--- src/rtl/hazard_pkg.sv ---
// Shared types and constants for the pipeline hazard controller.
package hazard_pkg;

   // Width of a register index / opcode field in the 5-stage core.
   localparam int REG_W = 5;

   // Opcodes the controller needs to recognise.
   localparam logic [REG_W-1:0] OPC_NOP  = 5'b11111;
   localparam logic [REG_W-1:0] OPC_LOAD = 5'b00100;
   localparam logic [REG_W-1:0] OPC_JUMP = 5'b01000;

   // Controller states; the encoding is visible on state_o.
   typedef enum logic [1:0] {
      ST_RUN      = 2'd0,
      ST_LU_STALL = 2'd1,
      ST_MEM_WAIT = 2'd2,
      ST_REDIRECT = 2'd3
   } hz_state_t;

   // Pipeline control bundle driven every cycle.
   typedef struct packed {
      logic pc_en;
      logic ifid_en;
      logic ifid_flush;
      logic idex_flush;
      logic exmem_en;
   } hz_ctrl_t;

   // Control patterns: {pc_en, ifid_en, ifid_flush, idex_flush, exmem_en}.
   // Flush cases keep ifid_en high; the flush takes precedence in the register.
   localparam hz_ctrl_t CTRL_RUN    = '{1'b1, 1'b1, 1'b0, 1'b0, 1'b1};
   localparam hz_ctrl_t CTRL_RESET  = '{1'b0, 1'b0, 1'b1, 1'b1, 1'b0};
   localparam hz_ctrl_t CTRL_HOLD   = '{1'b0, 1'b0, 1'b0, 1'b0, 1'b0};
   localparam hz_ctrl_t CTRL_BRANCH = '{1'b1, 1'b1, 1'b1, 1'b1, 1'b1};
   localparam hz_ctrl_t CTRL_LU     = '{1'b0, 1'b0, 1'b0, 1'b1, 1'b1};
   localparam hz_ctrl_t CTRL_FLUSH1 = '{1'b1, 1'b1, 1'b1, 1'b0, 1'b1};

endpackage

--- src/rtl/hazard_load_use_det.sv ---
// Load-use detector: a load in EX whose destination feeds the instruction in ID.
module hazard_load_use_det
   import hazard_pkg::*;
#(
   parameter logic [REG_W-1:0] NOP_OPCODE  = OPC_NOP,
   parameter logic [REG_W-1:0] LOAD_OPCODE = OPC_LOAD
) (
   input  logic [REG_W-1:0] id_opcode,
   input  logic [REG_W-1:0] id_rs,
   input  logic [REG_W-1:0] id_rt,
   input  logic [REG_W-1:0] ex_opcode,
   input  logic [REG_W-1:0] ex_rt,
   output logic             load_use
);

   // r0 is hard-wired zero, so a load targeting it never creates a dependency.
   assign load_use = (ex_opcode == LOAD_OPCODE) &&
                     (ex_rt != '0) &&
                     ((ex_rt == id_rs) || (ex_rt == id_rt)) &&
                     (id_opcode != NOP_OPCODE);

endmodule

--- src/rtl/hazard_ctrl.sv ---
// Pipeline hazard controller: stalls, flushes and memory-wait holds for the
// 5-stage core. Optional performance counters are enabled by defining
// HAZARD_PERF_CNT_EN (adds stall_cycles and flush_count outputs).
//
// Memory handshake: mem_req marks the cycle the MEM stage starts an access;
// mem_ack marks completion. An ack in the request cycle means no wait at all;
// otherwise the pipeline is held until the first cycle mem_ack is high.
module hazard_ctrl
   import hazard_pkg::*;
#(
   parameter logic [REG_W-1:0] NOP_OPCODE  = OPC_NOP,
   parameter logic [REG_W-1:0] LOAD_OPCODE = OPC_LOAD,
   parameter logic [REG_W-1:0] JUMP_OPCODE = OPC_JUMP,
   parameter int               LU_STALL    = 1,
   parameter int               MEM_TIMEOUT = 16
) (
   input  logic             clk,
   input  logic             Reset,
   input  logic [REG_W-1:0] id_opcode,
   input  logic [REG_W-1:0] id_rs,
   input  logic [REG_W-1:0] id_rt,
   input  logic [REG_W-1:0] ex_opcode,
   input  logic [REG_W-1:0] ex_rt,
   input  logic             ex_branch_taken,
   input  logic             mem_req,
   input  logic             mem_ack,
   output logic             pc_en,
   output logic             ifid_en,
   output logic             ifid_flush,
   output logic             idex_flush,
   output logic             exmem_en,
   output logic             mem_err,
   output logic [1:0]       state_o
`ifdef HAZARD_PERF_CNT_EN
  ,output logic [31:0]      stall_cycles,
   output logic [31:0]      flush_count
`endif
);

   localparam int              TMO_W    = (MEM_TIMEOUT > 1) ? $clog2(MEM_TIMEOUT) : 1;
   localparam logic [TMO_W-1:0] TMO_LAST = TMO_W'(MEM_TIMEOUT - 1);
   localparam logic [TMO_W-1:0] TMO_ONE  = TMO_W'(1);
   localparam logic [1:0]       LU_INIT  = 2'(LU_STALL - 1);

   hz_state_t        state_q, state_d;
   logic [1:0]       lu_cnt_q, lu_cnt_d;
   logic [TMO_W-1:0] tmo_cnt_q, tmo_cnt_d;
   logic             mem_err_q, mem_err_d;
   hz_ctrl_t         ctrl;
   logic             load_use;
   logic             mem_stall;

   hazard_load_use_det #(
      .NOP_OPCODE  (NOP_OPCODE),
      .LOAD_OPCODE (LOAD_OPCODE)
   ) u_lu_det (
      .id_opcode (id_opcode),
      .id_rs     (id_rs),
      .id_rt     (id_rt),
      .ex_opcode (ex_opcode),
      .ex_rt     (ex_rt),
      .load_use  (load_use)
   );

   assign mem_stall = mem_req & ~mem_ack;

   // Next-state and pipeline control; Reset forces the safe control pattern.
   always_comb begin
      state_d   = state_q;
      lu_cnt_d  = lu_cnt_q;
      tmo_cnt_d = tmo_cnt_q;
      mem_err_d = mem_err_q;
      ctrl      = CTRL_RUN;
      if (Reset) begin
         ctrl = CTRL_RESET;
      end else begin
         unique case (state_q)
            ST_RUN: begin
               if (mem_stall) begin
                  ctrl      = CTRL_HOLD;
                  state_d   = ST_MEM_WAIT;
                  tmo_cnt_d = '0;
               end else if (ex_branch_taken) begin
                  ctrl    = CTRL_BRANCH;
                  state_d = ST_REDIRECT;
               end else if (load_use) begin
                  ctrl = CTRL_LU;
                  // A single-cycle stall resolves itself: next cycle EX holds a bubble.
                  if (LU_STALL > 1) begin
                     state_d  = ST_LU_STALL;
                     lu_cnt_d = LU_INIT;
                  end
               end else if (id_opcode == JUMP_OPCODE) begin
                  ctrl = CTRL_FLUSH1;
               end
            end
            ST_LU_STALL: begin
               if (mem_stall) begin
                  // The memory wait takes over; lu_cnt is kept and resumed after the ack.
                  ctrl      = CTRL_HOLD;
                  state_d   = ST_MEM_WAIT;
                  tmo_cnt_d = '0;
               end else begin
                  ctrl = CTRL_LU;
                  if (lu_cnt_q <= 2'd1) begin
                     lu_cnt_d = 2'd0;
                     state_d  = ST_RUN;
                  end else begin
                     lu_cnt_d = lu_cnt_q - 2'd1;
                  end
               end
            end
            ST_MEM_WAIT: begin
               // EX is frozen here, so a taken branch is simply seen again later.
               ctrl = CTRL_HOLD;
               if (tmo_cnt_q != '1) begin
                  tmo_cnt_d = tmo_cnt_q + TMO_ONE;
               end
               if (mem_ack) begin
                  state_d = (lu_cnt_q != 2'd0) ? ST_LU_STALL : ST_RUN;
               end else if (tmo_cnt_q == TMO_LAST) begin
                  // Abandon the wait; a pending load-use stall is dropped with it.
                  mem_err_d = 1'b1;
                  lu_cnt_d  = 2'd0;
                  state_d   = ST_RUN;
               end
            end
            ST_REDIRECT: begin
               // Squash the wrong-path fetch made during the redirect cycle.
               ctrl    = CTRL_FLUSH1;
               state_d = ST_RUN;
            end
            default: begin
               state_d = ST_RUN;
            end
         endcase
      end
   end

   // State, counters and sticky error register.
   always_ff @(posedge clk) begin
      if (Reset) begin
         state_q   <= ST_RUN;
         lu_cnt_q  <= 2'd0;
         tmo_cnt_q <= '0;
         mem_err_q <= 1'b0;
      end else begin
         state_q   <= state_d;
         lu_cnt_q  <= lu_cnt_d;
         tmo_cnt_q <= tmo_cnt_d;
         mem_err_q <= mem_err_d;
      end
   end

   assign pc_en      = ctrl.pc_en;
   assign ifid_en    = ctrl.ifid_en;
   assign ifid_flush = ctrl.ifid_flush;
   assign idex_flush = ctrl.idex_flush;
   assign exmem_en   = ctrl.exmem_en;
   assign mem_err    = mem_err_q;
   assign state_o    = state_q;

`ifdef HAZARD_PERF_CNT_EN
   // Free-running stall and IF/ID flush counters; both wrap naturally.
   always_ff @(posedge clk) begin
      if (Reset) begin
         stall_cycles <= 32'd0;
         flush_count  <= 32'd0;
      end else begin
         if (!ctrl.pc_en) begin
            stall_cycles <= stall_cycles + 32'd1;
         end
         if (ctrl.ifid_flush) begin
            flush_count <= flush_count + 32'd1;
         end
      end
   end
`endif

endmodule

--- config.mk ---
export PLATFORM = sky130hd
export DESIGN_NAME = hazard_ctrl
export DESIGN_NICKNAME = d
export VERILOG_FILES = /design/src/rtl/hazard_pkg.sv /design/src/rtl/hazard_load_use_det.sv /design/src/rtl/hazard_ctrl.sv
export SDC_FILE = /design/constraint.sdc
export NUM_CORES = 1
export LEC_CHECK = 0
export CORE_UTILIZATION = 41
export DETAILED_ROUTE_END_ITERATION = 10
export PLACE_DENSITY = 0.79
export SLEW_MARGIN = 15
export SYNTH_ARGS = -nofsm -noshare
export SYNTH_HDL_FRONTEND = slang
export SYNTH_SLANG_ARGS = --single-unit
--- constraint.sdc ---
create_clock -name clk -period 3.7 [get_ports clk]
set_input_delay 0.74 -clock clk [delete_from_list [all_inputs] [get_ports clk]]
set_output_delay 0.74 -clock clk [all_outputs]
set_load 0.01 [all_outputs]
== Word level (Yosys, flattened, before mapping) ==
Index checks and enable logic that the tools add are counted.

* Bits in registers: 9
* Bits of input ports: 30
* Output and inout bits: 8
* Logic and storage cells: 63

* Add/subtract/negate cells: 2
* Order comparisons: 1
* Eq/ne operators: 18
* Mux-type cells: 22
* Bitwise logic cells: 2
* Reductions and logical operators: 14

{| class="wikitable"
|+ Operators by type and width
! kind !! count
|-
| 2-bit 2-to-1 mux || 10
|-
| 5-bit 2-to-1 mux || 4
|-
| 5-bit case mux with 4 select lines || 1
|-
| 5-bit equality test || 2
|-
| 3-bit != test, second input constant || 3
|-
| 3-bit AND reduction || 3
|-
| 4-bit 2-to-1 mux || 2
|-
| 2-bit != test, second input constant || 4
|-
| 2-bit case mux with 4 select lines || 1
|-
| 4-bit case mux with 2 select lines || 1
|-
| 2-bit nonzero test || 3
|-
| 5-bit by 3-bit equality test with 1-bit output, second input constant || 1
|-
| 5-bit by 4-bit equality test with 1-bit output, second input constant || 1
|-
| 5-bit != test, second input constant || 1
|-
| 5-bit nonzero test || 1
|-
| 4-bit by 1-bit adder with 4-bit output, second input constant || 1
|-
| 2-bit equality test, second input constant || 2
|-
| 4-bit equality test, second input constant || 1
|-
| 4-bit != test, second input constant || 1
|-
| 2-bit case mux with 2 select lines || 1
|-
| 4-bit AND reduction || 1
|-
| 1-bit logical AND || 3
|-
| 3-bit 2-to-1 mux || 1
|-
| 2-bit by 1-bit equality test with 1-bit output, second input constant || 1
|-
| 9 further kinds || 9
|}

== Longest topological paths before layout ==
* Depth in word-level cells: 9
* Mapped depth: 5
* Gate-level depth less buffers: 5

== Hierarchy ==
Synthesis repeated with hierarchy kept, for this count alone.

* Cell total of the unflattened synthesis: 85
* Area total of the unflattened synthesis: 685.7 um^2

{| class="wikitable"
|+ By module, submodules not included
! module !! times used !! cells each !! area an instance (um^2) !! seq. area each (um^2)
|-
| hazard_ctrl || 1 || 64 || 531.8 || 180.2
|-
| hazard_load_use_det || 1 || 21 || 153.9 || 0.0
|}

== Least setup slack after synthesis ==
OpenSTA, ideal clock, no wires.

* Kind: input -> output
* Start point: in ex_rt[1]
* End point: out pc_en
* Data arrival time: 2095 ps
* Path slack: 865 ps
* Stages: 5
* Path buffers: 1
* Cell sequence: or4_4 > nor2_4 > nor3_2 > a311oi_1 > buf_4

* Cells in the longest elaborated chain, start to end: 9
* Elaborated cells on any way between the ends: 12
* Classes of those cells: 2 x eq/ne; 5 x mux; 5 x reduce/logical

{| class="wikitable"
|+ Ends and longest elaborated chain
! item !! RTL line !! RTL
|-
| from (decl) || hazard_ctrl.sv:23 || <nowiki>input logic [REG_W-1:0] ex_rt,</nowiki>
|-
| 5-bit equality test or 5-bit nonzero test (tied branches) || hazard_load_use_det.sv:19, hazard_load_use_det.sv:18 ||
|-
| 1-bit logical OR or 1-bit logical AND (tied branches) || hazard_load_use_det.sv:19, hazard_load_use_det.sv:17 ||
|-
| 1-bit logical AND * || hazard_load_use_det.sv:18 || <nowiki>(ex_rt != '0) &&</nowiki>
|-
| 1-bit logical AND * || hazard_load_use_det.sv:19 || <nowiki>((ex_rt == id_rs) || (ex_rt == id_rt)) &&</nowiki>
|-
| 5-bit 2-to-1 mux * || hazard_ctrl.sv:86 || <nowiki>end else if (load_use) begin</nowiki>
|-
| 5-bit 2-to-1 mux * || hazard_ctrl.sv:83 || <nowiki>end else if (ex_branch_taken) begin</nowiki>
|-
| 5-bit 2-to-1 mux * || hazard_ctrl.sv:79 || <nowiki>if (mem_stall) begin</nowiki>
|-
| 5-bit case mux with 4 select lines * || hazard_ctrl.sv:77 || <nowiki>unique case (state_q)</nowiki>
|-
| 5-bit 2-to-1 mux * || hazard_ctrl.sv:74 || <nowiki>if (Reset) begin</nowiki>
|-
| to (decl) || hazard_ctrl.sv:27 || <nowiki>output logic pc_en,</nowiki>
|}

Mark *: on every way between the ends. The rest lies on a longest branch, timed or not.

== Worst setup path in the final report ==
* Start point: in ex_rt[3]
* End point: out pc_en

Same word-level chain as after synthesis.

==> impl_metrics.json <==
{
  "run_status": "complete, but fails checks",
  "failed_checks": "DRC",
  "grt_max_degree": 14,
  "drtIter0Drc": 18,
  "gp_routability_congestion": 0.781,
  "synth.largest_area_cell": "dfxtp_1",
  "final_layout_size_suffix_gt1_frac": 0.0902,
  "ant_nets": 0,
  "post_cts_resize_count": 0,
  "post_synth_and_or_nand_nor_area_fraction": 0.341,
  "area_growth_syn_to_layout_pct": 58.1,
  "hold_path.class": "flip-flop to flip-flop",
  "grt_first_pass_wirelength_mm": 2.75,
  "yosysUniqueCellTypes": 36,
  "synth_compound_gate_area_share": 0.219,
  "final_min_period_over_clock_period": 0.959,
  "drt-total-wl_mm": 1.70,
  "cts-hold-fix-buffers": 0,
  "tritoncts": "yes",
  "initial_antenna_violation_count": 0,
  "die_y_um": 43.9,
  "synth.ff_latch_count": 9,
  "worstSetupPathType": "input pin to primary output",
  "synth_edf_count": 0,
  "max_freq_ghz": 0.282,
  "setup_tns_ns": 0,
  "die-area_um2": 1930,
  "i_o_buffers": 37,
  "worst_hold_slack_ns": 0.449,
  "yosys.area.top_type_share": 0.250,
  "synth_cells": 93,
  "via_count": 806,
  "cts_num_sinks": 9,
  "yosys_warnings": 0,
  "post_synth_instance_area_um2": 719,
  "worst-endpoint-required_ns": 2.96,
  "detail_route.wl_per_cell_um": 11.4,
  "gr-usage-all-layers": 0.193,
  "data_arrival_time_of_the_critical_path_ns": 2.81,
  "postSynthAreaPerCell_um2": 7.74,
  "antenna_cells_inserted": 0,
  "gr-total-overflow": 0,
  "starting_utilization_of_the_core_area": 0.456,
  "die_width_um": 43.9,
  "dominant_combinational_cell_family_by_area_after_synthesis": "simple AND/OR/NAND/NOR gates",
  "max_cap_violations": 0,
  "seq_area_frac_synth": 0.250,
  "critical_path_sink_type": "primary output",
  "final_net_count": 165,
  "clock-root-buffer": "clkbuf_4",
  "synth_xor_area_frac": 0.122,
  "first_global_vias": 710,
  "relSlewSlack": 0.742,
  "avgViaCountPerCell": 5.41,
  "h_tree_levels": 1,
  "setup_repair_after_global_routing_missed_its_margin": "false",
  "hold_viol": 0,
  "clock_transition_time_at_the_flip_flop_clock_pins_of_the_worst_setup_and_hold_paths_ns": 0.06,
  "clock_latency_late_sink_ns": 0.26,
  "setup.worst_path.start_class": "input pin",
  "yosys-top-cells-count": "a21oi_1 (14), xnor2_1 (10), dfxtp_1 (9)",
  "clk_path_buf_depth": 2,
  "cts.repair_timing.setup_buffer_count": 0,
  "worst_ir_drop_vdd_mv": 0.134,
  "period_needed_ns": 3.55,
  "cellPowerDensity_nw_per_um2": 258,
  "drt_drc_violations_left": 1,
  "synthArstFlopShare": 0,
  "leading_cell_type_by_number_of_instances_after_synthesis": "a21oi_1",
  "postSynthNetCount": 124,
  "fp-row-count": 14,
  "coreArea_um2": 1580,
  "critical_path.max_fanout": 3,
  "synth_top_cells_by_area": "dfxtp_1 (25%), xnor2_1 (12%), a21oi_1 (9.7%)",
  "drt-pass1-iter-count": 9,
  "cts_buffers": 3,
  "static-leakage-power_nw": 0.395,
  "finalMaxSlewViolations": 0,
  "dp.final_hpwl_mm": 1.44,
  "synth.mux.area_fraction": 0,
  "io_pins": 38,
  "setup-violations-final": 0,
  "synth_flop_cell": "dfxtp_1",
  "synthAdderAreaFrac": 0.0174,
  "worst-slew-pin-transition_ns": 0.386,
  "clock-skew-final_ns": 0.00157
}
-- stage by stage --
| step | power [mW] | setup slack [ns] | cell area, um^2 | util | std cells |
|---|---|---|---|---|---|
| floorplan | 0.162 | 0.865 | 719 | - | 93 |
| global placement | 0.219 | 0.171 | 1110 | 0.705 | 145 |
| detailed placement | 0.221 | 0.127 | 1110 | 0.705 | 145 |
| CTS | 0.295 | 0.123 | 1140 | 0.721 | 149 |
| global route | 0.312 | 0.0211 | 1140 | 0.721 | 149 |
| finish | 0.293 | 0.153 | 1140 | 0.721 | 149 |
-- cells by family (layout without fill, tap and decap cells) --
| kind of cell | Yosys count | count (layout) |
|---|---|---|
| simple gates | 39 | 39 |
| compound gates | 26 | 26 |
| xor+xnor | 10 | 10 |
| flops | 9 | 9 |
| buf+inv | 8 | 48 |
| fa+ha+maj | 1 | 1 |
-- power by group --
part           leakage (nW)  internal, mW  switching [mW]
logic                 0.307        0.0666          0.0428
clock network        0.0150        0.0415          0.0328
registers            0.0731         0.101         0.00856
total                 0.395         0.209          0.0841
-- registers in the layout, indices dropped and copies added (netlist names) --
| name | cells |
|---|---|
| state_o | 2 |
| mem_err | 1 |
| tmo_cnt_q | 4 |
| lu_cnt_q | 2 |
-- area by class of cell --
type | instances | area [um^2]
repair buffers | 40 | 393
well taps | 16 | 20.0
inverters | 4 | 15.0
flip-flops and latches | 9 | 180
fillers | 123 | 439
clock buffers | 4 | 26.3
multi-input cells | 76 | 503
-- final timing paths --
kind                               end               startpoint  slack [ns]  depth (start not counted)
max                              pc_en                 ex_rt[3]        0.15                          6
min               mem_err$_SDFFE_PP0P_     mem_err$_SDFFE_PP0P_        0.45                          2
max reg2reg  tmo_cnt_q[3]$_SDFFE_PP0P_  state_o[1]$_SDFFE_PP0P_        2.12                          4
min reg2reg       mem_err$_SDFFE_PP0P_     mem_err$_SDFFE_PP0P_        0.45                          2
-- cells in the final DEF, fill, tap and decap left out, types with 2 or more instances in the layout --
| cell type | n |
|---|---|
| a21o_1 | 2 |
| a21oi_1 | 14 |
| buf_4 | 3 |
| clkbuf_4 | 3 |
| clkdlybuf4s50_1 | 37 |
| dfxtp_1 | 9 |
| inv_1 | 3 |
| nand2_1 | 7 |
| nand2b_1 | 2 |
| nand3_1 | 6 |
| nand3b_1 | 2 |
| nor2_1 | 3 |
| nor2_4 | 2 |
| nor2b_1 | 2 |
| nor4_1 | 3 |
| o21ai_1 | 2 |
| o22ai_1 | 2 |
| or3_1 | 2 |
| or4_1 | 2 |
| xnor2_1 | 10 |
-- per-layer routing --
metal,share of wire,GRT usage,vias to the layer above,wire length [um]
li1,-,-,419,-
met1,0.38,0.195,336,654
met2,0.48,0.346,49,818
met3,0.13,0.0625,2,219
met4,0.0059,0.109,0,10
met5,0,0,-,0
-- worst max-delay path, stage by stage --
cell and delay, ns:
clkdlybuf4s50_1 0.47, or4_4 0.52, nor2_4 0.11, nor3_2 0.06, a311oi_1 0.31, clkdlybuf4s50_1 0.60
Note: power is estimated with default switching activity, not from simulation.
==> RTL edit 1, RTL diff (same settings) <==
`MEM_TIMEOUT`: 16 -> 32.
--- a/src/rtl/hazard_ctrl.sv
+++ b/src/rtl/hazard_ctrl.sv
@@ -13,5 +13,5 @@
    parameter logic [REG_W-1:0] JUMP_OPCODE = OPC_JUMP,
    parameter int               LU_STALL    = 1,
-   parameter int               MEM_TIMEOUT = 16
+   parameter int               MEM_TIMEOUT = 32
 ) (
    input  logic             clk,
Behaviour: no difference found for any inputs over 10 cycles, from zero or initial values and one cycle with Reset high; that may be too few to reach the edited logic, so the function may still have changed.
==> RTL edit 1 against the unedited design <==
Cell area increased by 5.3%. Sequential cell count up 1. Wire length is 12% higher. Critical path depth unchanged. Clock skew increased by 0.0073 ns. Power grew 3.5%. Area after synthesis rose by 5.9%. Worst setup slack gained 0.029 ns. Clock power hardly changed. Synthesized cell count up 5.4%. Final cell count grew 9.4%. Via count rose by 7.3%. Largest power group unchanged.
==> RTL edit 1: results (changes against the unedited design) <==
comb_multi_in: 81 (+6.6%)
Critical Path AT: 2.78 ns (-0.03 ns)
CP endpoint: ifid_en
Lkg Pwr: 0.426 nW (+7.9%)
first-pass GRT wire length: 3.08 mm (+12%)
r2r setup slk: 1.79 ns (-0.33 ns)
Area Overhead vs Synth: 57.1%
GPL Wtd Cong: 0.805 (+3.1%)
Final Net Count: 172 (+4.2%)
Layout Skew: 0.00885 ns (+0.00728 ns)
status: finished, final reports clean
drt pass-1 iters: 4 (-5)
placed insts: 160 (+10%)
top post-synthesis cells by area: dfxtp_1, xnor2_1, a21oi_1
syn nets: 130 (+4.8%)
largest net degree at the start of global routing: 16 (+2)
Routed wire per std cell: 11.6 um (+1.9%)
Non-clock buffer share: 33.4% (-1.1 points)
multi-input logic portion of the cell area: 44.4% (+0.19 points)
Least-Margin Pin Slew: 0.476 ns (+0.0892 ns)
fill cell count: 157 (+28%)
FF+latch count: 10 (+1)
# clk buffers: 3 (-1)
Design Area, Final: 0.00120 sq mm (+5.3%)
Seq/Total Area, Yosys: 26.3% (+1.2 points)
-- RTL edit 1: kinds of logic (layout without fill, tap and decap cells) --
group	count (synthesis)	in the layout	synth area share (%)
xor+xnor	11	11	12.6
fa+ha+maj	2	2	3.28
buf+inv	7	47	4.76
simple gates	44	44	33.8
compound gates	24	24	19.2
flops	10	10	26.3
-- RTL edit 1: worst max-delay path: stages --
cell	delay [ns]
clkdlybuf4s50_1	0.47
or4_4	0.52
nor2_4	0.11
nor3_2	0.06
a311oi_2	0.29
clkdlybuf4s50_1	0.59
-- RTL edit 1: metal layers --
metal  vias up  GRT usage, %  routed length [um]
li1        439             -                   -
met4         0          5.45                  14
met1       396          24.9                 838
met2        27          36.5                 973
met5         -             0                   0
met3         3          6.00                  71
-- RTL edit 1: timing repair --
action,4_1_cts,5_1_grt
buffers inserted,0,0
hold buffers,0,0
resized for setup,0,1
setup endpoints to repair,0,2
==> RTL edit 2, RTL diff (same flow settings) <==
Made on the original files. Put one more register stage on the output `mem_err`, without a reset. The value now appears one clock later. The other outputs are not delayed to match.
--- a/src/rtl/hazard_ctrl.sv
+++ b/src/rtl/hazard_ctrl.sv
@@ -158,5 +158,7 @@
    assign idex_flush = ctrl.idex_flush;
    assign exmem_en   = ctrl.exmem_en;
-   assign mem_err    = mem_err_q;
+   always_ff @(posedge clk) begin
+      mem_err <= mem_err_q;
+   end
    assign state_o    = state_q;
 
Function: same outputs for any inputs over 10 cycles, from zero or initial values and one cycle with Reset high; that may be too few to reach the edited logic, so the function may still have changed.
==> RTL edit 2 against the unedited design <==
Critical path depth unchanged. Worst setup slack worse by 0.021 ns. Area after synthesis up 3.0%. Sequential cell count up 1. Combinational power down 7%. Power up 7.4%. Wire length up 9.3%. Clock skew up 0.0031 ns. Cell area up 4.4%. Hold slack worse by 0.091 ns. Critical path type unchanged. Largest cell class unchanged.
==> RTL edit 2: results (changes against the unedited design) <==
status: finished, final reports clean
Via density: 5.30 (-2.0%)
Seq/Total Area, Yosys: 27.0% (+2.0 points)
Unique masters post-synth: 37 (+2.8%)
largest net degree at the start of global routing: 15 (+1)
Critical Path AT: 2.83 ns (+0.02 ns)
post-cts gate resize count: 0 (unchanged)
WL final: 1.86 mm (+9.3%)
crit-path max cell delay: 0.59 ns
FF-to-FF Start: tmo_cnt_q[0]$_SDFFE_PP0P_
ys async rst share: 0% (unchanged)
vias in the first global route: 780 (+9.9%)
share of cells above drive strength 1: 8.96% (-0.067 points)
Worst-Skew Late Latency: 0.26 ns (about the same)
fill cell count: 137 (+11%)
clk root buf: clkbuf_4
Syn Area/Cell: 7.88 sq um (+1.9%)
initial antenna violation count: 0 (unchanged)
syn nets: 125 (+0.81%)
met2 usage: 39.7% (+5.1 points)
top post-synthesis cells by area: dfxtp_1, xnor2_1, a21oi_1
fin cells: 158 (+6.0%)
Least-Margin Pin Slew: 0.420 ns (+0.0332 ns)
CTS Buffer Depth: 2 (unchanged)
Lkg Pwr: 0.414 nW (+4.9%)
routing usage on met3: 6.53% (+0.28 points)
Worst Hold Launch: mem_err_q$_SDFFE_PP0P_
drt pass-1 iters: 4 (-5)
Final HPWL DP: 1.55 mm (+7.5%)
Largest Register: tmo_cnt_q
Layout Skew: 0.00469 ns (+0.00312 ns)
synth cell count leaders: dfxtp_1, xnor2_1, a21oi_1
CP max FO: 2 (-1)
Max VDD drop: 0.177 mV (+32%)
yosys synthesis warning count: 0 (unchanged)
M1 GR Usage: 22.1% (+2.5 points)
critical path's top delay family: buffers and inverters
Largest register FFs: 4 (unchanged)
Setup Buffers After CTS: 0 (unchanged)
ys flop type: dfxtp_1
placed insts: 154 (+6.2%)
Yosys top cell by area: dfxtp_1
first-pass GRT wire length: 3.13 mm (+14%)
GPL Wtd Cong: 0.801 (+2.6%)
CP startpoint: ex_rt[1]
GRT Overall Usage: 21.5% (+2.1 points)
Placed Area: 0.00114 sq mm (+3.0%)
H-tree levels: 1 (unchanged)
Final Net Count: 166 (+0.61%)
Iteration-0 DRC Markers: 13 (-5)
Inserted Clock Buffers: 3 (unchanged)
I/O Buffers: 37 (unchanged)
-- RTL edit 2: cell count changes after synthesis, moves of 2 or more --
cell      change
a21oi_1       -5
buf_2         -2
clkbuf_1      +2
nand2b_1      +2
nand4b_1      +2
nor3b_1       +3
o21ai_1       -2
-- RTL edit 2: metrics by stage --
stage	util (%)	setup WS [ns]
2_1_floorplan	-	0.861
3_3_place_gp	71.8	0.125
3_5_place_dp	71.8	0.0805
4_1_cts	74.1	0.0573
5_1_grt	74.5	0.0401
6_report	74.5	0.131
-- RTL edit 2: area by class of cell --
class                      count  area share, %
clock buffer                   4           3.06
inverter                       3          0.948
timing repair buffer          40           33.1
multi-input combinational     77           43.5
sequential                    10           16.9
tap                           24           2.53
-- RTL edit 2: logic make-up (layout without fill, tap and decap cells) --
logic type / count (synthesis) / count (layout) / share of synthesized area, %
and+or+nand+nor: 43 / 43 / 35.5
DFF: 10 / 10 / 27.0
xor gates and xnor gates: 10 / 10 / 11.8
adders and majority gates: 1 / 1 / 1.69
buffers and inverters: 7 / 47 / 4.05
AOI/OAI and AO/OA: 23 / 23 / 19.9
-- RTL edit 2: worst paths after layout --
path	endpoint	slack, ns	cells after the start
setup / recovery	ifid_en	0.13	6
hold / removal	mem_err$_DFF_P_	0.36	0
hold reg to reg	mem_err$_DFF_P_	0.36	0
setup reg to reg	tmo_cnt_q[2]$_SDFFE_PP0P_	2.04	5
-- RTL edit 2: power by group --
group / switching, mW / total [mW] / internal (mW)
Combinational: 0.0388 / 0.101 / 0.0626
Sequential: 0.00655 / 0.117 / 0.110
Clock: 0.0367 / 0.0964 / 0.0596
Total: 0.0821 / 0.315 / 0.233
-- RTL edit 2: per-layer routing --
layer,vias up,part of all wire [%]
met5,-,0
met4,0,2.2
met3,4,9.0
met2,40,50
met1,367,39
li1,427,-
